[config.mk]
export PLATFORM = sky130hd
export DESIGN_NAME = udp_cmd_parser
export DESIGN_NICKNAME = d
export VERILOG_FILES = /design/src/rtl/udp_cmd_pkg.sv /design/src/rtl/udp_cmd_fetch.sv /design/src/rtl/udp_cmd_parser.sv
export SDC_FILE = /design/constraint.sdc
export NUM_CORES = 1
export LEC_CHECK = 0
export ABC_AREA = 1
export BUFFER_PORTS_ARGS = -buffer_cell sky130_fd_sc_hd__buf_4
export CAP_MARGIN = 20
export CORE_ASPECT_RATIO = 1.2
export CORE_UTILIZATION = 57
export CTS_BUF_LIST = sky130_fd_sc_hd__clkbuf_16
export CTS_CLUSTER_DIAMETER = 100
export DETAILED_ROUTE_END_ITERATION = 6
export GPL_ROUTABILITY_DRIVEN = 0
export PLACE_DENSITY = 0.82
export REMOVE_ABC_BUFFERS = 1
export SYNTH_ARGS = -nofsm -noshare
export SYNTH_HDL_FRONTEND = slang
export SYNTH_SLANG_ARGS = --single-unit
[constraint.sdc]
create_clock -name clk -period 2.7 [get_ports clk]
set_input_delay 0.54 -clock clk [delete_from_list [all_inputs] [get_ports clk]]
set_output_delay 0.54 -clock clk [all_outputs]
set_load 0.01 [all_outputs]
[src/rtl/udp_cmd_pkg.sv]
// udp_cmd_pkg: opcodes, frame field positions, decoder states and header check
package udp_cmd_pkg;
  localparam logic [7:0] OP_WRITE = 8'h01;
  localparam logic [7:0] OP_READ  = 8'h02;
  localparam int SOP_BIT = 32;
  localparam int OP_HI   = 31;
  localparam int OP_LO   = 24;
  localparam int LEN_HI  = 15;
  localparam int LEN_LO  = 0;
  typedef enum logic [2:0] {IDLE, ADDR, WDATA, WREQ, RREQ, RWAIT, RSP, DROP} state_e;
  function automatic logic hdr_bad(input logic [31:0] w, input int unsigned max_len);
    logic [7:0] op;
    logic [15:0] n;
    op = w[OP_HI:OP_LO];
    n = w[LEN_HI:LEN_LO];
    return !(op == OP_WRITE || op == OP_READ) || n == 16'd0 || 32'(n) > max_len;
  endfunction
endpackage

[src/rtl/udp_cmd_fetch.sv]
// udp_cmd_fetch: FIFO read adapter with one-cycle capture into a holding register
module udp_cmd_fetch (
  input  logic        clk,
  input  logic        rst,
  output logic        fifo_rd_en,
  input  logic [32:0] fifo_rd_data,
  input  logic        fifo_rd_empty,
  output logic        word_valid,
  output logic [32:0] word_data,
  input  logic        word_take
);
  logic        pend_q;
  logic        vld_q;
  logic [32:0] hold_q;
  // read only when nothing is in flight and the holding register is free or being drained
  always_comb fifo_rd_en = !rst && !fifo_rd_empty && !pend_q && (!vld_q || word_take);
  // word arrives the cycle after the strobe and is parked until the decoder takes it
  always_ff @(posedge clk) begin
    if (rst) begin
      pend_q <= 1'b0;
      vld_q  <= 1'b0;
      hold_q <= '0;
    end else begin
      pend_q <= fifo_rd_en;
      vld_q  <= pend_q || (vld_q && !word_take);
      if (pend_q) hold_q <= fifo_rd_data;
    end
  end
  assign word_valid = vld_q;
  assign word_data  = hold_q;
endmodule

[src/rtl/udp_cmd_parser.sv]
// udp_cmd_parser: decodes UDP command frames into register-bus accesses and read responses
module udp_cmd_parser
  import udp_cmd_pkg::*;
#(
  parameter logic [31:0] ADDR_INC = 32'd1,
  parameter int unsigned MAX_LEN  = 256
) (
  input  logic        clk,
  input  logic        rst,
  output logic        fifo_rd_en,
  input  logic [32:0] fifo_rd_data,
  input  logic        fifo_rd_empty,
  output logic        bus_req_valid,
  input  logic        bus_req_ready,
  output logic        bus_req_write,
  output logic [31:0] bus_req_addr,
  output logic [31:0] bus_req_wdata,
  input  logic        bus_rsp_valid,
  input  logic [31:0] bus_rsp_rdata,
  output logic        rsp_valid,
  input  logic        rsp_ready,
  output logic [32:0] rsp_data,
  output logic        err_pulse
);
  state_e      state_q;
  logic [31:0] hdr_q;
  logic [31:0] addr_q;
  logic [15:0] cnt_q;
  logic        word_valid;
  logic [32:0] word;
  logic        take;
  logic        sop;
  logic        bad;
  logic        last;
  udp_cmd_fetch u_fetch (
    .clk          (clk),
    .rst          (rst),
    .fifo_rd_en   (fifo_rd_en),
    .fifo_rd_data (fifo_rd_data),
    .fifo_rd_empty(fifo_rd_empty),
    .word_valid   (word_valid),
    .word_data    (word),
    .word_take    (take)
  );
  // words are consumed only in the states that fetch; last flags the final beat of a frame
  always_comb begin
    take = word_valid && (state_q inside {IDLE, ADDR, WDATA, DROP});
    sop  = word[SOP_BIT];
    bad  = hdr_bad(word[31:0], MAX_LEN);
    last = (cnt_q + 16'd1) == hdr_q[LEN_HI:LEN_LO];
  end
  // decoder FSM; any SOP word is re-decoded as a header, flagging an error if it cut a frame short
  always_ff @(posedge clk) begin
    if (rst) begin
      state_q       <= IDLE;
      hdr_q         <= '0;
      addr_q        <= '0;
      cnt_q         <= '0;
      bus_req_valid <= 1'b0;
      bus_req_write <= 1'b0;
      bus_req_addr  <= '0;
      bus_req_wdata <= '0;
      rsp_valid     <= 1'b0;
      rsp_data      <= '0;
      err_pulse     <= 1'b0;
    end else begin
      err_pulse <= 1'b0;
      if (take && sop) begin
        err_pulse <= bad || (state_q inside {ADDR, WDATA});
        hdr_q     <= word[31:0];
        state_q   <= bad ? DROP : ADDR;
      end else if (take) begin
        case (state_q)
          IDLE: begin
            err_pulse <= 1'b1;
            state_q   <= DROP;
          end
          ADDR: begin
            addr_q <= word[31:0];
            cnt_q  <= '0;
            if (hdr_q[OP_HI:OP_LO] == OP_WRITE) state_q <= WDATA;
            else begin
              state_q   <= RREQ;
              rsp_valid <= 1'b1;
              rsp_data  <= {1'b1, hdr_q};
            end
          end
          WDATA: begin
            bus_req_valid <= 1'b1;
            bus_req_write <= 1'b1;
            bus_req_addr  <= addr_q;
            bus_req_wdata <= word[31:0];
            state_q       <= WREQ;
          end
          default: ;
        endcase
      end else begin
        case (state_q)
          WREQ: if (bus_req_ready) begin
            bus_req_valid <= 1'b0;
            addr_q        <= addr_q + ADDR_INC;
            cnt_q         <= cnt_q + 16'd1;
            state_q       <= last ? IDLE : WDATA;
          end
          RREQ: if (rsp_valid && rsp_ready) begin
            rsp_valid     <= 1'b0;
            bus_req_valid <= 1'b1;
            bus_req_write <= 1'b0;
            bus_req_addr  <= addr_q;
          end else if (bus_req_valid && bus_req_ready) begin
            bus_req_valid <= 1'b0;
            state_q       <= RWAIT;
          end
          RWAIT: if (bus_rsp_valid) begin
            rsp_valid <= 1'b1;
            rsp_data  <= {1'b0, bus_rsp_rdata};
            state_q   <= RSP;
          end
          RSP: if (rsp_ready) begin
            rsp_valid <= 1'b0;
            addr_q    <= addr_q + ADDR_INC;
            cnt_q     <= cnt_q + 16'd1;
            if (last) state_q <= IDLE;
            else begin
              state_q       <= RREQ;
              bus_req_valid <= 1'b1;
              bus_req_write <= 1'b0;
              bus_req_addr  <= addr_q + ADDR_INC;
            end
          end
          default: ;
        endcase
      end
    end
  end
endmodule

==> reports/metrics.cfg <==
[sta]
finalHoldViolCount=0
worstMarginPinSlew_ns=0.771
tns_ns=0
slew_headroom_pct=47.2
maxSlewViolCount=0
holdWs_ns=0.253
min_period_ns=2.49
min_period_over_period_pct=92.0
setup-violations-final=0
skew_ns=0.0141
clock.fmax_mhz=402

[floorplan]
core_area_mm2=0.0177
ioPinCount=173
start_util_pct=58.8
die_height_um=150
die_w_um=125
dieArea_mm2=0.0188
rows=53

[layout]
layout_commonest_cell=nand2_1
final_cell_mix=nand2_1 (299), dfxtp_1 (214), buf_4 (195)
final_layout_size_suffix_gt1_share_pct=17.9
area_growth_pct=20.4
final_area_mm2=0.0125
nFillCells=1483
final_util_pct=70.8
diodes=0
fin_nets=1665

[min_path]
hold_path_class=input pin to register
hold_depth=3

[clock_tree]
cts_tree=built
clk_pin_slew_ns=0.06
clock_sinks=219
cts_made_buffers=22
htree_levels=1
clkLatencyLatePin_ns=0.52
clockRootBuffer=clkbuf_16
clk_path_buf_depth=3
hold_buffers=0

[global_routing]
grt.overflow.total=0
grt_pass1_wl_um=48500
antenna_found_initial=0
grt_pass1_vias=9867
grtUsageTotal_pct=31.8
grt_max_degree=98

[status]
status=finished, violations left
violations=DRC

[detailed_routing]
drt_iter0_drc=1072
ant_nets=0
vias=10600
drt-vias-per-instance=5.84
route.detailed.drc=11
wirelength_um=30800
wl_per_cell_um=16.9
first_pass_iters=7

[placed_design]
hpwl_um=20400
portBuffers=172
placedInstanceArea_mm2=0.0118

[synthesis]
synth_top_family_by_area=simple AND/OR/NAND/NOR gates
synth_compound_area_share_pct=18.2
syn_area_mm2=0.0104
synth_area_per_cell_um2=7.12
synth_simple_gate_area_share_pct=27.3
synthMuxAreaShare_pct=0.769
synth_fa_ha_area_share_pct=0.240
ys_seq_elements=219
synthCells=1463
ys_seq_area_share_pct=42.1
synth_warnings=0
yosys.cell_types.count=44
synth_xor_area_share_pct=3.46

[power_and_ir_drop]
ir_worst_vdd_mv=0.465
cellLeakagePower_uw=0.00519
power.density_mw_per_mm2=741

[critical_path]
crit_fanout=37
crit_type=register to register
crit_required_ns=3.14
end_kind=register
cp-start-kind=register
worstPathArrival_ns=2.93
r2r_cells=11

[flow_run]
cap_violations=0

==> where the power goes <==
group          total (µW)  switching, µW  internal, µW  leakage, µW
clock network        2870           1250          1620     0.000326
registers            3960            375          3590      0.00178
logic                2460           1550           908      0.00308
total                9290           3180          6110      0.00519
==> worst paths after layout <==
path                                   from                                  to  slack [ns]
min reg2reg  bus_req_wdata[18]$_SDFFE_PP0P_      bus_req_wdata[18]$_SDFFE_PP0P_        0.46
max                 state_q[2]$_SDFFE_PP0P_       bus_req_addr[10]$_SDFFE_PP0P_        0.21
max reg2reg         state_q[2]$_SDFFE_PP0P_       bus_req_addr[10]$_SDFFE_PP0P_        0.21
min                        fifo_rd_data[30]  u_fetch.word_data[30]$_SDFFE_PP0P_        0.25
==> worst max-delay path, stage by stage, from the launching register on <==
cell	delay [ns]
dfxtp_2	0.37
inv_2	0.10
nand2_1	0.10
nand2_1	0.14
nand2_4	0.17
inv_2	0.13
nor2_1	0.07
or3b_1	0.38
inv_1	0.33
buf_6	0.32
nand3_1	0.13
a21oi_1	0.17
==> metrics by stage <==
step                setup WS (ns)  std cells  power, µW
floorplan                   -2.42       1366       5400
global placement            0.193       1783       6300
detailed placement         0.0700       1783       6350
CTS                        0.0626       1817       9180
global route             -0.00245       1822       9740
finish                      0.215       1822       9290
==> synthesized netlist by cell type (all sizes together) <==
cell type	instances	share of area [%]
a2111oi	1	0.084
nand3	101	4.9
o21ai	151	7.3
and2	2	0.12
nor3	34	1.7
nand3b	2	0.14
or2	1	0.060
a311oi	1	0.14
a21oi	120	6.1
inv	98	3.5
clkinv	1	0.036
o21bai	2	0.14
xnor3	2	0.43
a211oi	12	0.87
ha	2	0.24
or3b	1	0.084
a22oi	8	0.58
nand2	317	12
xor2	32	2.7
dfxtp	219	42
nand4	18	1.1
buf	32	2.0
a32oi	4	0.34
a31oi	43	2.6
clkbuf	65	2.3
nor2	170	6.6
o211ai	1	0.072
nor4	11	0.72
mux2i	8	0.77
xnor2	4	0.34
==> cell type report <==
class	count	area, µm²	share of cell area [%]
Clock buffer	23	576	4.59
Clock inverter	11	75.1	0.599
Inverter	99	372	2.96
Multi-Input combinational cell	1049	5280	42.1
Sequential cell	219	4390	35.0
Tap cell	220	275	2.20
Timing Repair Buffer	201	1570	12.5
==> flip-flops by register name, indices dropped and copies added (netlist names), 3 cells and up <==
name and count:
addr_q 32, bus_req_addr 32, bus_req_wdata 32, state_q 3
hdr_q 32, rsp_data 33, cnt_q 16, u_fetch.word_data 33
==> per-layer routing <==
layer	GRT usage (%)	vias up	wire length, µm
met5	0	-	0
met4	12.1	0	1120
met3	4.50	88	2390
met2	56.5	479	15000
met1	39.1	4951	12300
li1	-	5131	-
==> cell families after synthesis <==
kind of cell | after synthesis
buffers and inverters | 196
xor gates and xnor gates | 38
AOI/OAI and AO/OA | 343
and+or+nand+nor | 657
adders and majority gates | 2
DFF | 219
muxes | 8
==> timing repair <==
action                                  CTS  global route
endpoints found under the setup margin    0            77
resized for setup                         0            15
buffers inserted                          0             3
(Power assumes the default switching activity.)
